[config.mk]
export PLATFORM = sky130hd
export DESIGN_NAME = if_stage_fetch_unit
export DESIGN_NICKNAME = d
export VERILOG_FILES = /design/src/rtl/if_stage_fetch_unit.sv
export SDC_FILE = /design/constraint.sdc
export NUM_CORES = 1
export LEC_CHECK = 0
export ABC_AREA = 1
export CAP_MARGIN = 20
export CORE_MARGIN = 2
export CORE_UTILIZATION = 38
export DETAILED_ROUTE_END_ITERATION = 6
export HOLD_SLACK_MARGIN = 0.06
export PLACE_DENSITY = 0.69
export SYNTH_ARGS = -nofsm -noshare
export SYNTH_HDL_FRONTEND = slang
export SYNTH_SLANG_ARGS = --single-unit
[constraint.sdc]
create_clock -name i_clk -period 3.6 [get_ports i_clk]
set_input_delay 0.72 -clock i_clk [delete_from_list [all_inputs] [get_ports i_clk]]
set_output_delay 0.72 -clock i_clk [all_outputs]
set_load 0.02 [all_outputs]
[src/rtl/if_stage_fetch_unit.sv]
// -----------------------------------------------------------------------------
// if_stage_fetch_unit
// Instruction-fetch stage: holds the PC and reads instruction memory over a
// READ/BUSYWAIT handshake. It buffers one fetched {PC, instruction} pair for the
// IF/ID register.
//
// Ports
//   i_clk, i_reset       clock and synchronous active-high reset
//   i_stall              downstream hold; the buffered instruction is not consumed
//   i_branch_taken       redirect request, sampled at posedge
//   i_branch_target      redirect address; bits [1:0] are forced to 0
//   o_imem_read_c        memory read request (decoded from state, gated by reset)
//   o_imem_address_c     word-aligned read address (current PC)
//   i_imem_readdata      read data, valid when i_imem_busywait=0 during a read
//   i_imem_busywait      1 = memory access in progress
//   o_pc                 PC of the buffered instruction
//   o_instruction        buffered instruction, or NOP_INSTR when empty
//   o_valid              1 = o_pc/o_instruction hold a real instruction
//   o_busywait_c         to IF/ID: i_stall | ~o_valid
// -----------------------------------------------------------------------------
module if_stage_fetch_unit #(
   parameter logic [31:0] RESET_PC  = 32'h0000_0000,
   parameter logic [31:0] NOP_INSTR = 32'h0000_0013
) (
   input  logic        i_clk,
   input  logic        i_reset,
   input  logic        i_stall,
   input  logic        i_branch_taken,
   input  logic [31:0] i_branch_target,
   output logic        o_imem_read_c,
   output logic [31:0] o_imem_address_c,
   input  logic [31:0] i_imem_readdata,
   input  logic        i_imem_busywait,
   output logic [31:0] o_pc,
   output logic [31:0] o_instruction,
   output logic        o_valid,
   output logic        o_busywait_c
);

   localparam logic [1:0] S_FETCH = 2'd0;
   localparam logic [1:0] S_FULL  = 2'd1;
   localparam logic [1:0] S_FLUSH = 2'd2;

   logic [1:0]  r_state;
   logic [31:0] r_pc;
   logic [31:0] r_out_pc;
   logic [31:0] r_out_instr;
   logic        r_out_valid;
   logic [31:0] r_redirect;

   logic [1:0]  w_state_nxt;
   logic [31:0] w_pc_nxt;
   logic [31:0] w_out_pc_nxt;
   logic [31:0] w_out_instr_nxt;
   logic        w_out_valid_nxt;
   logic [31:0] w_redirect_nxt;
   logic [31:0] w_target;

   assign w_target = i_branch_target & 32'hFFFF_FFFC;

   // State and datapath registers
   always_ff @(posedge i_clk) begin
      if (i_reset) begin
         r_state     <= S_FETCH;
         r_pc        <= RESET_PC;
         r_out_pc    <= 32'h0000_0000;
         r_out_instr <= NOP_INSTR;
         r_out_valid <= 1'b0;
         r_redirect  <= 32'h0000_0000;
      end else begin
         r_state     <= w_state_nxt;
         r_pc        <= w_pc_nxt;
         r_out_pc    <= w_out_pc_nxt;
         r_out_instr <= w_out_instr_nxt;
         r_out_valid <= w_out_valid_nxt;
         r_redirect  <= w_redirect_nxt;
      end
   end

   // Next-state and datapath update; a redirect overrides completion and stall
   always_comb begin
      w_state_nxt     = r_state;
      w_pc_nxt        = r_pc;
      w_out_pc_nxt    = r_out_pc;
      w_out_instr_nxt = r_out_instr;
      w_out_valid_nxt = r_out_valid;
      w_redirect_nxt  = r_redirect;

      if (i_branch_taken) begin
         w_out_valid_nxt = 1'b0;
         w_out_instr_nxt = NOP_INSTR;
         // An in-flight access cannot be dropped: remember the target until it ends
         if (((r_state == S_FETCH) || (r_state == S_FLUSH)) && i_imem_busywait) begin
            w_redirect_nxt = w_target;
            w_state_nxt    = S_FLUSH;
         end else begin
            w_pc_nxt    = w_target;
            w_state_nxt = S_FETCH;
         end
      end else begin
         case (r_state)
            S_FETCH: begin
               if (!i_imem_busywait) begin
                  w_out_instr_nxt = i_imem_readdata;
                  w_out_pc_nxt    = r_pc;
                  w_out_valid_nxt = 1'b1;
                  w_pc_nxt        = r_pc + 32'd4;
                  w_state_nxt     = S_FULL;
               end
            end
            S_FULL: begin
               if (!i_stall) begin
                  w_out_valid_nxt = 1'b0;
                  w_out_instr_nxt = NOP_INSTR;
                  w_state_nxt     = S_FETCH;
               end
            end
            S_FLUSH: begin
               // Stale data is discarded, fetch resumes at the latched target
               if (!i_imem_busywait) begin
                  w_pc_nxt    = r_redirect;
                  w_state_nxt = S_FETCH;
               end
            end
            default: w_state_nxt = S_FETCH;
         endcase
      end
   end

   // Memory request follows state only; reset aborts it in the same cycle
   assign o_imem_read_c    = ~i_reset & ((r_state == S_FETCH) || (r_state == S_FLUSH));
   assign o_imem_address_c = r_pc;

   assign o_pc          = r_out_pc;
   assign o_instruction = r_out_instr;
   assign o_valid       = r_out_valid;
   assign o_busywait_c  = i_stall | ~r_out_valid;

endmodule

==> results.toml <==
[outcome]
status = "finished, final reports clean"

[hold_path]
hold_path.class = "reg -> reg"
hp-start = "o_instruction[16]$_SDFFE_PP0P_"
worstHoldEndpoint = "o_instruction[16]$_SDFFE_PP0P_"
hold_path_depth = 2

[grt]
grt_overflow_total = 0
grt_max_degree = 60
track_usage_pct = 20.7
grt_pass1_vias = 5529
antenna_found_initial = 0
grt_pass1_wl_mm = 27.7

[clock_network]
cts_buffers = 17
clock_latency_ns = 0.42
cts_setup_buffers = 0
h-tree-depth = 4
path_clk_slew_ns = 0.05
cts_num_sinks = 125
cts_tree = "done"
clk_path_buf_depth = 2
postCtsHoldBufs = 0
clockRootBuffer = "clkbuf_16"
cts_resized = 0

[logic_synthesis]
synth_area_um2 = 5980
synth_edf_count = 0
ys_top_cells_by_count = "nand2_1, nor2_1, dfxtp_1, a21oi_1, inv_1"
synth_top_area_share_pct = 41.9
avgSynthCellArea_um2 = 6.77
yosys.area.top_type = "dfxtp_1"
ys_seq_area_share_pct = 41.9
synth_seq_cells = 125
syn_inst = 883
ys_async_sr_fraction_pct = 0
synth_ff_type = "dfxtp_1"
synthTopCellsByArea = "dfxtp_1, nand2_1, nor2_1, a21oi_1, o21ai_0"
ys_warn_count = 0
yosysMostFrequentCell = "nand2_1"
ys_types = 33

[pwr]
p_seq_share_pct = 40.1
combinationalPowerShare_pct = 15.5
power-per-cell-area_nw_per_um2 = 466
clkPwrFrac_pct = 44.4
ir_worst_vdd_mv = 0.337
p_int_uw = 2830
p_switching_uw = 1010
p_leak_uw = 0.00322
sw_frac_of_total_pct = 26.3

[route]
wl_mm = 17.0
vias = 6016
drc = 0
first_pass_iters = 4
routedWlPerCell_um = 13.6
ant_nets = 0
drtIter0Drc = 385
via_per_inst = 4.83

[layout]
fillers = 1529
area_growth_pct = 38.0
seqCellArea_um2 = 2500
nets = 1092
multi_input_area_um2 = 2910
drive_above_1_share_pct = 6.29
antenna_cells = 0

[floorplanning]
die_h_um = 129
start_util_pct = 39.2
dieArea_um2 = 16700
core-area_um2 = 15300
die_w_um = 129
io-pin-count = 168
rows = 45

[setup_path]
r2r-end = "o_imem_address_c[4]$_SDFFE_PP0P_"
worstPathMaxFanout = 2
crit_family = "buffers and inverters"
worst_path_most_repeated_cell = "clkdlybuf4s50_1"
r2r.worst_path.cells = 8
path_buf_inv = 3
endpoint_kind = "primary output"
startpoint_type = "input pin"
cpMaxStageDelayCell = "clkdlybuf4s50_1"
crit_type = "in -> out"
cp.required_ns = 2.88
path_cells = "clkdlybuf4s50_1 > inv_1 > nand2_1 > clkdlybuf4s50_1"
r2r_setup_slack_ns = 1.68
worstPathArrival_ns = 1.94
r2r-start = "r_state[0]$_SDFFE_PP0P_"
slowest_delay_ns = 0.59

[sta]
max_slew_margin_pct = 41.9
finalSetupTns_ns = 0
setup_violations = 0
max_freq_ghz = 0.376
drv_slew = 0
period_needed_ns = 2.66
rsz0062_at_grt = "false"
fin_crit_sh_pct = 73.9
setup_ws_ns = 0.938
final_hold_viol_count = 0
skew_ns = 0.00862
worst_slew_pin_slew_ns = 0.871

[place]
dp_slack_ns = 0.930
portBuffers = 161
gp_congestion = 0.840
hpwl_mm = 11.6

[run]
maxCapViolCount = 0
==> metrics by stage <==
step	instances	area (um2)	util (%)	hold WS (ns)	power (uW)
floorplan	886	5990	-	0.430	1890
global placement	1214	7660	50.2	0.444	2160
detailed placement	1214	7660	50.2	0.450	2160
CTS	1245	8250	54.0	0.459	3880
global route	1245	8250	54.0	0.475	4000
finish	1245	8250	54.0	0.457	3840
==> power groups by stage <==
stage / clock, uW / sequential [uW] / combinational, uW
floorplan: 0 / 1620 / 274
global placement: 0 / 1570 / 592
detailed placement: 0 / 1570 / 595
CTS: 1750 / 1540 / 599
global route: 1790 / 1550 / 660
finish: 1710 / 1540 / 597
==> worst max-delay path by stage <==
stage,startpoint,endpoint,slack [ns],depth (start not counted)
2_1_floorplan,i_reset,o_imem_read_c,1.55,3
3_3_place_gp,i_stall,o_busywait_c,0.95,4
3_5_place_dp,i_stall,o_busywait_c,0.93,4
4_1_cts,i_stall,o_busywait_c,0.92,4
5_1_grt,i_stall,o_busywait_c,0.90,4
6_report,i_stall,o_busywait_c,0.94,4
==> worst reg2reg max path: stages, from the launching register on <==
cell and delay [ns]:
dfxtp_1 0.40, inv_1 0.08, nand2_1 0.06, buf_4 0.42
inv_1 0.33, nand2_1 0.14, nand2_1 0.07, o221ai_1 0.20
a21oi_1 0.08
==> cells by family after synthesis <==
family | Yosys count | synth area share (%)
adder cells (fa/ha/maj) | 1 | 0.209
AO/OA/AOI/OAI | 186 | 17.0
other | 1 | 0.0628
flip-flops | 125 | 41.9
XOR/XNOR | 8 | 1.30
buffers and inverters | 130 | 9.72
AND/OR/NAND/NOR | 432 | 29.8
==> registers in the layout, summed over array words and instances, names as in the netlist <==
signal,count
o_imem_address_c,30
o_instruction,32
o_pc,30
o_valid,1
r_redirect,30
r_state,2
==> layout make-up <==
cell class / count / share of cell area (%)
inverter: 75 / 3.41
clock inverter: 6 / 1.00
clock buffer: 25 / 6.13
sequential: 125 / 30.3
timing repair buffer: 172 / 20.6
multi-input combinational: 631 / 35.3
tap: 211 / 3.20
==> placed cells by master (no fill, tap or decap), types with 5 or more instances in the layout <==
| cell | n |
|---|---|
| nand2_1 | 236 |
| clkdlybuf4s50_1 | 160 |
| nor2_1 | 127 |
| dfxtp_1 | 125 |
| a21oi_1 | 90 |
| inv_1 | 74 |
| o21ai_0 | 62 |
| nand3_1 | 44 |
| a211oi_1 | 20 |
| clkbuf_16 | 17 |
| buf_4 | 10 |
| nor2_2 | 7 |
| xor2_1 | 6 |
| o211ai_1 | 6 |
| nand2_2 | 5 |
| nor2_4 | 5 |
| clkbuf_8 | 5 |
==> per-layer routing <==
layer,vias up,part of all wire [%],GRT usage (%)
met2,212,44,31.7
met5,-,0,0
li1,3085,-,-
met3,18,7.5,6.28
met1,2701,47,27.9
met4,0,1.4,7.23
Note: power is estimated with default switching activity, not from simulation.
